`src/rtl/calc_sequencer_pkg.sv`:
```
// calc_sequencer_pkg: shared FSM states, opcode encodings and default width for the hex calculator.
package calc_sequencer_pkg;
    localparam int CALC_WIDTH = 16;
    localparam logic [1:0] ADD      = 2'b00;
    localparam logic [1:0] MULTIPLY = 2'b01;
    localparam logic [1:0] SUBTRACT = 2'b10;
    typedef enum logic [1:0] {ENTRY_A, ENTRY_B, CALC, RESULT} state_t;
endpackage

```
`src/rtl/calc_multiplier.sv`:
```
// calc_multiplier: iterative shift-add multiplier, one multiplier bit per cycle, abortable by clr.
module calc_multiplier
    import calc_sequencer_pkg::*;
#(
    parameter int WIDTH = CALC_WIDTH
) (
    input  logic               clk,
    input  logic               reset,
    input  logic               clr,
    input  logic               start,
    input  logic [WIDTH-1:0]   a,
    input  logic [WIDTH-1:0]   b,
    output logic               done,
    output logic [2*WIDTH-1:0] product
);
    localparam int CW = $clog2(WIDTH + 1);
    logic [2*WIDTH-1:0] mcand, prod;
    logic [WIDTH-1:0]   mplier;
    logic [CW-1:0]      cnt;
    logic               running;
    // product is the accumulator after this cycle's step, so it is final in the done cycle
    assign product = prod + (mplier[0] ? mcand : '0);
    assign done    = running && cnt == CW'(1);
    always_ff @(posedge clk or posedge reset) begin
        if (reset) begin
            mcand   <= '0;
            prod    <= '0;
            mplier  <= '0;
            cnt     <= '0;
            running <= 1'b0;
        end else if (clr) begin
            mcand   <= '0;
            prod    <= '0;
            mplier  <= '0;
            cnt     <= '0;
            running <= 1'b0;
        end else if (start) begin
            mcand   <= {{WIDTH{1'b0}}, a};
            prod    <= '0;
            mplier  <= b;
            cnt     <= CW'(WIDTH);
            running <= 1'b1;
        end else if (running) begin
            prod    <= product;
            mcand   <= mcand << 1;
            mplier  <= mplier >> 1;
            cnt     <= cnt - CW'(1);
            running <= cnt != CW'(1);
        end
    end
endmodule

```
`src/rtl/calc_sequencer.sv`:
```
// calc_sequencer: keypad-strobe driven operand entry, operator sequencing and add/sub/multiply control.
module calc_sequencer
    import calc_sequencer_pkg::*;
#(
    parameter int WIDTH  = CALC_WIDTH,
    parameter int DIGITS = WIDTH / 4
) (
    input  logic             clk,
    input  logic             reset,
    input  logic             newhex,
    input  logic [3:0]       hexcode,
    input  logic             newop,
    input  logic [1:0]       opcode,
    input  logic             eq,
    input  logic             bs,
    input  logic             ca,
    output logic [WIDTH-1:0] display,
    output logic             busy,
    output logic             ovf,
    output logic             entry_b
);
    localparam int CW = $clog2(DIGITS + 1);
    localparam logic [CW-1:0] MAXC = CW'(DIGITS);
    state_t             state, d_state;
    logic [WIDTH-1:0]   operand, d_operand, acc, d_acc, d_display, result;
    logic [CW-1:0]      count, d_count;
    logic [1:0]         op, d_op, pend, d_pend;
    logic               chain, d_chain, d_ovf, res_ovf, start, mul_done;
    logic [WIDTH:0]     sum, diff;
    logic [2*WIDTH-1:0] mprod;
    calc_multiplier #(.WIDTH(WIDTH)) u_mul (
        .clk(clk), .reset(reset), .clr(ca), .start(start),
        .a(acc), .b(operand), .done(mul_done), .product(mprod)
    );
    assign sum     = {1'b0, acc} + {1'b0, operand};
    assign diff    = {1'b0, acc} - {1'b0, operand};
    assign result  = op == MULTIPLY ? mprod[WIDTH-1:0] : op == SUBTRACT ? diff[WIDTH-1:0] : sum[WIDTH-1:0];
    assign res_ovf = op == MULTIPLY ? |mprod[2*WIDTH-1:WIDTH] : op == SUBTRACT ? diff[WIDTH] : sum[WIDTH];
    assign busy    = state == CALC;
    assign entry_b = state == ENTRY_B;
    always_comb begin
        d_state   = state;
        d_operand = operand;
        d_count   = count;
        d_acc     = acc;
        d_op      = op;
        d_pend    = pend;
        d_chain   = chain;
        d_ovf     = ovf;
        start     = 1'b0;
        if (ca) begin
            d_state   = ENTRY_A;
            d_operand = '0;
            d_count   = '0;
            d_acc     = '0;
            d_op      = ADD;
            d_ovf     = 1'b0;
            d_chain   = 1'b0;
        end else if (state == CALC) begin
            if (op != MULTIPLY || mul_done) begin
                d_acc     = result;
                d_ovf     = res_ovf;
                d_operand = '0;
                d_count   = '0;
                d_state   = chain ? ENTRY_B : RESULT;
                d_op      = chain ? pend : op;
                d_chain   = 1'b0;
            end
        end else if (state == RESULT) begin
            // bs/eq are ignored here but still outrank newop/newhex
            if (!bs && !eq && newop) begin
                d_op    = opcode;
                d_state = ENTRY_B;
            end else if (!bs && !eq && newhex) begin
                d_operand = {{(WIDTH-4){1'b0}}, hexcode};
                d_count   = CW'(1);
                d_state   = ENTRY_A;
            end
        end else if (bs) begin
            if (count != '0) begin
                d_operand = operand >> 4;
                d_count   = count - CW'(1);
            end
        end else if (eq) begin
            if (state == ENTRY_B && count != '0) begin
                d_state = CALC;
                start   = op == MULTIPLY;
            end
        end else if (newop) begin
            if (state == ENTRY_A) begin
                d_acc     = operand;
                d_op      = opcode;
                d_operand = '0;
                d_count   = '0;
                d_state   = ENTRY_B;
            end else if (count == '0) begin
                d_op = opcode;
            end else begin
                d_state = CALC;
                d_pend  = opcode;
                d_chain = 1'b1;
                start   = op == MULTIPLY;
            end
        end else if (newhex && count != MAXC) begin
            d_operand = {operand[WIDTH-5:0], hexcode};
            d_count   = count + CW'(1);
        end
        d_display = d_state == CALC ? display :
                    (d_state == RESULT || (d_state == ENTRY_B && d_count == '0)) ? d_acc : d_operand;
    end
    always_ff @(posedge clk or posedge reset) begin
        if (reset) begin
            state   <= ENTRY_A;
            operand <= '0;
            count   <= '0;
            acc     <= '0;
            op      <= ADD;
            pend    <= ADD;
            chain   <= 1'b0;
            ovf     <= 1'b0;
            display <= '0;
        end else begin
            state   <= d_state;
            operand <= d_operand;
            count   <= d_count;
            acc     <= d_acc;
            op      <= d_op;
            pend    <= d_pend;
            chain   <= d_chain;
            ovf     <= d_ovf;
            display <= d_display;
        end
    end
endmodule

```
`config.mk`:
```
export PLATFORM = sky130hd
export DESIGN_NAME = calc_sequencer
export DESIGN_NICKNAME = d
export VERILOG_FILES = /design/src/rtl/calc_sequencer_pkg.sv /design/src/rtl/calc_multiplier.sv /design/src/rtl/calc_sequencer.sv
export SDC_FILE = /design/constraint.sdc
export NUM_CORES = 1
export LEC_CHECK = 0
export CAP_MARGIN = 25
export CORE_MARGIN = 3
export CORE_UTILIZATION = 50
export CTS_CLUSTER_SIZE = 14
export DETAILED_ROUTE_END_ITERATION = 10
export PLACE_DENSITY = 0.7
export SLEW_MARGIN = 20
export SYNTH_ARGS = -nofsm -noshare
export SYNTH_HDL_FRONTEND = slang
export SYNTH_SLANG_ARGS = --single-unit
export TNS_END_PERCENT = 10
```
`constraint.sdc`:
```
create_clock -name clk -period 4.8 [get_ports clk]
set_input_delay 0.96 -clock clk [delete_from_list [all_inputs] [get_ports clk]]
set_output_delay 0.96 -clock clk [all_outputs]
set_load 0.01 [all_outputs]
```
==> results.sh, run 1 <==
export IMPL_post_cts_resized=0
export IMPL_reg2reg_from="u_mul.mplier[0]"
export IMPL_rsz0062_at_grt="false"
export IMPL_die_w_um=153.5
export IMPL_place_congestion=0.9872
export IMPL_dpl_cell_area_um2=11510
export IMPL_worstPathArrival_ns=4.37
export IMPL_syn_area_per_cell_um2=8.305
export IMPL_diodes=0
export IMPL_p_sw_w=0.001767
export IMPL_clkLatencyLatePin_ns=0.44
export IMPL_p_int_w=0.002702
export IMPL_drt_met1_wl_um=14760
export IMPL_synth_flop_cell="dfrtp_1"
export IMPL_antenna_left=0
export IMPL_vias_per_cell=6.309
export IMPL_row_count=53
export IMPL_synth_cell_type_count=80
export IMPL_gr_total_overflow=0
export IMPL_endpoint_kind="register"
export IMPL_fp_dieH_um=153.5
export IMPL_outcome="finished, final reports clean"
export IMPL_worstPathMaxFanout=33
export IMPL_cts_tree="yes"
export IMPL_cts_root_buf="clkbuf_16"
export IMPL_slew_headroom=0.3882
export IMPL_power_sequential_fraction=0.338
export IMPL_finalMaxSlewViolations=0
export IMPL_maxCapViolCount=0
export IMPL_cp_start_kind="register"
export IMPL_grt_pass1_wl_um=54450
export IMPL_ios=32
export IMPL_reg2reg_to="ovf"
export IMPL_powerDensity_nw_per_um2=370.6
export IMPL_wl_met3_um=1906
export IMPL_yosysWarnings=0
export IMPL_min_path_type="register to register"
export IMPL_routed_wirelength_um=33760
export IMPL_htree_num_levels=4
export IMPL_synth_net_count=1398
export IMPL_clockPowerShare=0.289
export IMPL_hold_end="u_mul.prod[27]"
export IMPL_cts_buffers=17
export IMPL_post_route_period_util=0.8445
export IMPL_cp_required_ns=5.12
export IMPL_fin_setup_tns_ns=0
export IMPL_async_flop_share=1.000
export IMPL_core_area_um2=21220
export IMPL_switching_share=0.3954
export IMPL_postCtsSetupBuffers=0
export IMPL_leakage_nw=5.443
export IMPL_die_area_um2=23560
export IMPL_worst_pin_slew_ns=0.9176
export IMPL_hold_viol=0
export IMPL_highest_layer="met4"
export IMPL_wl_per_cell_um=21.04
export IMPL_reg2reg_slack_ns=0.75
export IMPL_grt_usage=0.2848
export IMPL_ff2ff_path_depth=14
export IMPL_fin_util=0.5685
export IMPL_fmax_mhz=246.7
export IMPL_p_comb_frac=0.373
export IMPL_vias=10130
export IMPL_peakVddDrop_uv=374.1
export IMPL_hold_path_depth=2
export IMPL_syn2layout_area_growth_pct=10.88
export IMPL_final_area_um2=12060
export IMPL_period_needed_ns=4.054
export IMPL_antenna_found_initial=0
export IMPL_setup_viol=0
export IMPL_ys_seq_elements=145
export IMPL_layout_nets=1406
export IMPL_n_fill_cell=1917
export IMPL_cts_buffer_depth=2
export IMPL_drc=0
export IMPL_clock_sinks=145
export IMPL_grt_max_degree=69
export IMPL_hpwl_um=24980
export IMPL_wl_met2_um=16100
export IMPL_initial_core_util=0.5127
export IMPL_grt_pass1_vias=10020
export IMPL_ys_seq_area_frac=0.3335
export IMPL_final_cell_mix="dfrtp_1 (145), nand2_1 (142), o21ai_0 (121)"
export IMPL_final_common_cell="dfrtp_1"
export IMPL_total_power_w=0.004470
export IMPL_hold_buffers=0
export IMPL_synth_edf_count=0
export IMPL_hp_start="u_mul.prod[27]"
export IMPL_drtIter0Drc=897
export IMPL_syn_instance_count=1310
export IMPL_port_buffers=31
export IMPL_finalClockSkew_ns=0.01440
export IMPL_final_layout_size_suffix_gt1_frac=0.06767
export IMPL_dr_pass1_iters=6
export IMPL_netlist_area_um2=10880
export IMPL_critPathKind="register to register"
export IMPL_cts_clk_slew_worst_paths_ns=0.06
[per-layer routing]
layer / vias up / track usage
met5: - / 0
met4: 0 / 0.1034
met3: 63 / 0.04194
met2: 369 / 0.4732
met1: 4888 / 0.3799
li1: 4806 / -
[area by class of cell]
type / instances / area (µm²) / area share
clock buffers: 20 / 446.7 / 0.03703
flip-flops and latches: 145 / 3628 / 0.3008
clock inverters: 11 / 107.6 / 0.008920
multi-input cells: 1021 / 6709 / 0.5562
repair buffers: 59 / 545.5 / 0.04522
inverters: 74 / 281.5 / 0.02334
well taps: 275 / 344.1 / 0.02852
[cells in the mapped netlist, types with 8 or more instances]
master	count	area (µm²)
nand2_1	142	533.0
xor2_1	14	122.6
nand3_1	23	115.1
ha_1	72	900.9
a21oi_1	106	530.5
a222oi_1	16	160.2
nor3_1	20	100.1
nand2b_1	17	106.4
o211ai_1	18	135.1
o21ai_1	11	55.05
o22ai_1	13	81.33
xnor2_1	36	315.3
dfrtp_1	145	3628
a311oi_1	8	70.07
inv_1	72	270.3
or3_1	8	50.05
clkbuf_1	58	217.7
a22oi_1	10	75.07
and2_1	41	256.5
mux2i_1	19	190.2
o21ai_0	121	605.6
a21o_1	26	195.2
nor4_1	9	56.30
a211oi_1	15	112.6
a22o_1	40	350.3
nor2b_1	14	87.58
nor2_1	99	371.6
[worst max path at each step]
stage | start | endpoint | slack [ns] | cells past startpoint
after floorplan | eq | display[9] | 1.76 | 10
after global placement | eq | display[1] | 0.83 | 10
after detailed placement | u_mul.mplier[0] | ovf | 0.74 | 14
after CTS | u_mul.mplier[0] | ovf | 0.69 | 14
after global routing | u_mul.mplier[0] | ovf | 0.31 | 14
final | u_mul.mplier[0] | ovf | 0.75 | 14
[metrics by stage]
step	worst slack [ns]	hold WS, ns	instances
2_1_floorplan	1.755	0.4525	1310
3_3_place_gp	0.8271	0.4697	1574
3_5_place_dp	0.7402	0.4737	1574
4_1_cts	0.6890	0.4898	1605
5_1_grt	0.3141	0.5007	1605
6_report	0.7462	0.4918	1605
[cell families (layout without fill, tap and decap cells)]
| kind of cell | count (synthesis) | after routing | share of synthesized area |
|---|---|---|---|
| compound gates | 465 | 465 | 0.2840 |
| simple gates | 407 | 407 | 0.1799 |
| flops | 145 | 145 | 0.3335 |
| buf+inv | 144 | 164 | 0.05141 |
| fa+ha+maj | 75 | 75 | 0.08833 |
| xor+xnor | 50 | 50 | 0.04025 |
| mux | 24 | 24 | 0.02266 |
[critical path: stages (launching register included)]
cell and delay (ns):
dfrtp_1 0.94, and2_1 0.23, ha_1 0.16, inv_1 0.06
fa_1 0.41, nand2b_1 0.18, a21oi_1 0.24, o211ai_1 0.16
a211oi_1 0.47, nor2_1 0.13, o21ai_0 0.23, xnor2_1 0.17
nand4_1 0.15, nor4_1 0.31, nor2_1 0.06
[flip-flops by register name, indices dropped and copies added, names as in the netlist]
signal,cells
pend,2
acc,16
count,3
op,2
u_mul.running,1
ovf,1
display,16
u_mul.mcand,32
operand,16
u_mul.prod,32
chain,1
state,2
u_mul.cnt,5
u_mul.mplier,16
[power groups by stage]
stage,sequential [W],combinational (W),clock (W)
floorplan,0.00147,0.00114,0
global placement,0.00152,0.00161,0
detailed placement,0.00152,0.00163,0
CTS,0.00150,0.00164,0.00130
global route,0.00152,0.00181,0.00136
finish,0.00151,0.00167,0.00129
(Power assumes the default switching activity.)
==> run 2, diff against run 1 <==
- PLACE_DENSITY: 0.7 -> 0.68
- clock period: 4.8 -> 3.9 ns (I/O delays scaled with it)
==> results.sh, run 2 (synthesized netlist as in run 1, its figures left out) <==
export IMPL_hpwl_um=26010
export IMPL_antenna_found_initial=0
export IMPL_worstPathArrival_ns=3.94
export IMPL_drtIter0Drc=1014
export IMPL_grt_pass1_wl_um=54740
export IMPL_gr_total_overflow=0
export IMPL_final_common_cell="dfrtp_1"
export IMPL_leakage_nw=5.646
export IMPL_core_area_um2=21220
export IMPL_vias_per_cell=6.319
export IMPL_syn2layout_area_growth_pct=14.03
export IMPL_cp_required_ns=4.21
export IMPL_fin_util=0.5846
export IMPL_period_needed_ns=3.628
export IMPL_n_fill_cell=1918
export IMPL_vias=10350
export IMPL_die_w_um=153.5
export IMPL_wl_met2_um=15910
export IMPL_endpoint_kind="register"
export IMPL_place_congestion=0.9741
export IMPL_multi_input_area_um2=6713
export IMPL_grt_max_degree=44
export IMPL_layout_nets=1438
export IMPL_cpMaxStageDelayCell="o31ai_1"
export IMPL_wl_met3_um=2020
export IMPL_cts_buffer_depth=2
export IMPL_antenna_left=0
export IMPL_outcome="finished, final reports clean"
export IMPL_cp_start_kind="register"
export IMPL_grt_pass1_vias=10060
export IMPL_worst_pin_slew_ns=0.9300
export IMPL_slowest_delay_ns=0.64
export IMPL_rsz0062_at_grt="false"
export IMPL_critPathKind="register to register"
export IMPL_maxCapViolCount=0
export IMPL_final_cell_mix="dfrtp_1 (145), nand2_1 (142), o21ai_0 (121)"
export IMPL_setup_viol=0
export IMPL_die_area_um2=23560
export IMPL_routed_wirelength_um=34350
export IMPL_total_power_w=0.005683
export IMPL_dpl_cell_area_um2=11780
export IMPL_post_route_period_util=0.9301
export IMPL_diodes=0
export IMPL_top_regs="u_mul.mcand: 32 flops, u_mul.prod: 32 flops"
export IMPL_fin_setup_tns_ns=0
export IMPL_dr_pass1_iters=7
export IMPL_ios=32
export IMPL_peakVddDrop_uv=315.4
export IMPL_drt_met1_wl_um=14960
export IMPL_finalMaxSlewViolations=0
export IMPL_htree_num_levels=4
export IMPL_drc=0
export IMPL_crit_chain="buf_4, and2_1, ha_1, nand3_1, o21ai_1, a31oi_1, o31ai_1, a41o_1, xnor2_1, nand4_1, nor4_1, nor2_1"
export IMPL_powerDensity_nw_per_um2=458.1
export IMPL_min_path_type="register to register"
export IMPL_row_count=53
export IMPL_cts_tree="yes"
export IMPL_slew_headroom=0.3777
export IMPL_cts_clk_slew_worst_paths_ns=0.06
export IMPL_port_buffers=31
export IMPL_finalClockSkew_ns=0.01391
export IMPL_clock_sinks=145
export IMPL_cts_root_buf="clkbuf_16"
export IMPL_worstPathMaxFanout=32
export IMPL_clkLatencyLatePin_ns=0.43
export IMPL_final_area_um2=12410
export IMPL_seq_area_um2=3628
export IMPL_wl_per_cell_um=20.97
export IMPL_final_layout_size_suffix_gt1_frac=0.08951
export IMPL_highest_layer="met4"
export IMPL_fin_hold_ws_ns=0.4933
export IMPL_hold_viol=0
export IMPL_hold_buffers=0
export IMPL_grt_usage=0.2872
export IMPL_cts_buffers=17
export IMPL_fmax_mhz=275.7
export IMPL_initial_core_util=0.5127
export IMPL_fp_dieH_um=153.5
==> run 2: cell types whose count changed in the layout (fill, tap and decap cells not counted), moves of 2 or more <==
cell       delta
buf_4        +28
bufinv_16     +2
buf_12        +3
clkbuf_1      +2
==> run 2: area by class of cell <==
cell class	count	area share
Multi-Input combinational cell	1021	0.5411
Clock buffer	21	0.03550
Tap cell	275	0.02774
Sequential cell	145	0.2925
Inverter	74	0.02269
Clock inverter	11	0.01251
Timing Repair Buffer	91	0.06798
==> run 2: report_power, final <==
group	internal [W]	switching (W)	total, W
Clock	0.00101	0.000692	0.00170
Sequential	0.00164	0.000166	0.00181
Combinational	0.000861	0.00131	0.00217
Total	0.00351	0.00217	0.00568
==> run 2: per-stage QoR <==
stage,cells,setup WS [ns]
3_3_place_gp,1605,0.2435
2_1_floorplan,1310,0.8801
4_1_cts,1637,0.2863
6_report,1638,0.2724
5_1_grt,1638,0.01331
3_5_place_dp,1605,0.02242
==> run 2: what timing repair did <==
item | in CTS | in global routing
setup buffers | 0 | 0
gates resized for setup | 0 | 1
endpoints found under the setup margin | 0 | 1
==> run 2: final timing paths <==
path                            slack (ns)             from             end  depth (start not counted)
worst min register to register        0.49   u_mul.prod[26]  u_mul.prod[26]                          2
max in group asynchronous             2.44            reset          acc[7]                          4
min in group asynchronous             0.72            reset    u_mul.cnt[2]                          2
worst min-delay path                  0.49   u_mul.prod[26]  u_mul.prod[26]                          2
worst max-delay path                  0.27  u_mul.mplier[0]             ovf                         12
worst max register to register        0.27  u_mul.mplier[0]             ovf                         12
==> run 2: routing by layer <==
layer  vias to the layer above  GRT usage
li1                       4862          -
met1                      4986     0.3861
met2                       415     0.4608
met3                        88    0.04560
met4                         0     0.1253
met5                         -          0
==> run 2: worst max-delay path: cells and delay by family, from the launching register on <==
family	cells	cell delay [ns]
AOI/OAI and AO/OA	4	1.53
xor gates and xnor gates	1	0.15
adders and majority gates	1	0.36
buffers and inverters	1	0.23
DFF	1	0.38
and+or+nand+nor	5	0.86
==> run 3, diff against run 2 <==
- CORE_UTILIZATION: 50 -> 60
- CTS_CLUSTER_DIAMETER: unset -> 40
- PLACE_DENSITY: 0.68 -> 0.79
==> results.sh, run 3 (synthesized netlist as in run 1, its figures left out) <==
export IMPL_outcome="finished, final reports clean"
export IMPL_htree_num_levels=4
export IMPL_post_route_period_util=0.9503
export IMPL_worstPathArrival_ns=4.02
export IMPL_place_congestion=1.019
export IMPL_critPathKind="register to register"
export IMPL_fin_setup_tns_ns=0
export IMPL_leakage_nw=5.596
export IMPL_port_buffers=31
export IMPL_fp_dieH_um=140.7
export IMPL_syn2layout_area_growth_pct=12.35
export IMPL_grt_pass1_wl_um=54190
export IMPL_hold_end="u_mul.prod[27]"
export IMPL_peakVddDrop_uv=413.1
export IMPL_final_layout_size_suffix_gt1_frac=0.08628
export IMPL_clock_sinks=145
export IMPL_cp_required_ns=4.21
export IMPL_rsz0062_at_grt="false"
export IMPL_fin_hold_ws_ns=0.4859
export IMPL_core_area_um2=17540
export IMPL_diodes=0
export IMPL_vias_per_cell=6.701
export IMPL_min_path_type="register to register"
export IMPL_worstPathMaxFanout=32
export IMPL_endpoint_kind="register"
export IMPL_hpwl_um=25140
export IMPL_hp_start="u_mul.prod[27]"
export IMPL_antenna_left=0
export IMPL_slew_headroom=0.4105
export IMPL_finalMaxSlewViolations=0
export IMPL_grt_usage=0.3425
export IMPL_cts_root_buf="clkbuf_16"
export IMPL_initial_core_util=0.6204
export IMPL_row_count=48
export IMPL_fmax_mhz=269.8
export IMPL_top_regs="u_mul.mcand: 32 flops, u_mul.prod: 32 flops"
export IMPL_cts_tree="yes"
export IMPL_worst_pin_slew_ns=0.8811
export IMPL_multi_input_area_um2=6713
export IMPL_routed_wirelength_um=33660
export IMPL_dpl_cell_area_um2=11630
export IMPL_reg2reg_from="u_mul.mplier[0]"
export IMPL_powerDensity_nw_per_um2=459.0
export IMPL_hold_path_depth=2
export IMPL_drtIter0Drc=1143
export IMPL_cp_start_kind="register"
export IMPL_drc=0
export IMPL_layout_nets=1431
export IMPL_final_cell_mix="dfrtp_1 (145), nand2_1 (142), o21ai_0 (121)"
export IMPL_reg2reg_slack_ns=0.19
export IMPL_cts_buffers=17
export IMPL_maxCapViolCount=0
export IMPL_die_w_um=140.7
export IMPL_grt_max_degree=146
export IMPL_ff2ff_path_depth=13
export IMPL_setup_viol=0
export IMPL_final_area_um2=12220
export IMPL_seq_area_um2=3628
export IMPL_ios=32
export IMPL_final_common_cell="dfrtp_1"
export IMPL_grt_pass1_vias=9992
export IMPL_dr_pass1_iters=8
export IMPL_vias=10590
export IMPL_clkLatencyLatePin_ns=0.43
export IMPL_n_fill_cell=1424
export IMPL_antenna_found_initial=0
export IMPL_gr_total_overflow=0
export IMPL_die_area_um2=19780
export IMPL_period_needed_ns=3.706
export IMPL_fin_util=0.6970
export IMPL_hold_viol=0
export IMPL_cts_clk_slew_worst_paths_ns=0.07
export IMPL_reg2reg_to="ovf"
export IMPL_finalClockSkew_ns=0.01218
export IMPL_wl_per_cell_um=21.29
export IMPL_cts_buffer_depth=2
==> run 3: cell type report <==
type	count	share of cell area
Timing Repair Buffer	84	0.05999
Clock inverter	13	0.01249
Sequential cell	145	0.2969
Inverter	74	0.02303
Multi-Input combinational cell	1021	0.5492
Tap cell	225	0.02303
Clock buffer	19	0.03542
==> run 3: worst max-delay path, cell delays in order (launching register included) <==
cell and delay [ns]:
dfrtp_1 0.38, buf_4 0.23, and2_1 0.19, ha_1 0.35
a21o_1 0.14, a21oi_1 0.07, o21ai_1 0.20, a31oi_1 0.23
o31ai_1 0.62, a41o_1 0.36, xnor2_1 0.21, nand4_1 0.18
nor4_1 0.34, nor2_1 0.06
==> run 3: power by group <==
group / internal, W / switching (W)
sequential: 0.00164 / 0.000177
combinational: 0.000832 / 0.00130
clock: 0.000955 / 0.000703
total: 0.00343 / 0.00218
==> run 3: worst max-delay path by stage <==
| stage | endpoint | cells after the start | from | slack [ns] |
|---|---|---|---|---|
| floorplan | ovf | 13 | u_mul.mplier[0] | 0.88 |
| global placement | ovf | 13 | u_mul.mplier[0] | 0.23 |
| detailed placement | u_mul.cnt[1] | 9 | eq | 0.12 |
| CTS | ovf | 13 | u_mul.mplier[0] | 0.20 |
| global route | ovf | 13 | u_mul.mplier[0] | 0.02 |
| finish | ovf | 13 | u_mul.mplier[0] | 0.19 |
==> run 3: layer usage <==
layer | up-vias | routed length, µm | GRT usage | part of all wire
met2 | 550 | 15600 | 0.5464 | 0.46
met4 | 0 | 1416 | 0.1535 | 0.042
met3 | 114 | 2633 | 0.05970 | 0.078
met1 | 5082 | 14010 | 0.4589 | 0.42
li1 | 4848 | - | - | -
met5 | - | 0 | 0 | 0
==> run 3: repair_timing <==
item / 4_1_cts / 5_1_grt
endpoints found under the hold margin: 0 / 0
hold buffers: 0 / 0
resized for setup: 0 / 1
endpoints found under the setup margin: 0 / 1
setup buffers: 0 / 0
==> run 3: metrics by stage <==
stage	power (W)	instances	setup slack, ns
3_5_place_dp	0.003910	1549	0.1231
2_1_floorplan	0.003204	1310	0.8801
4_1_cts	0.005561	1581	0.1992
6_report	0.005610	1581	0.1938
3_3_place_gp	0.003900	1549	0.2257
5_1_grt	0.005869	1581	0.02352
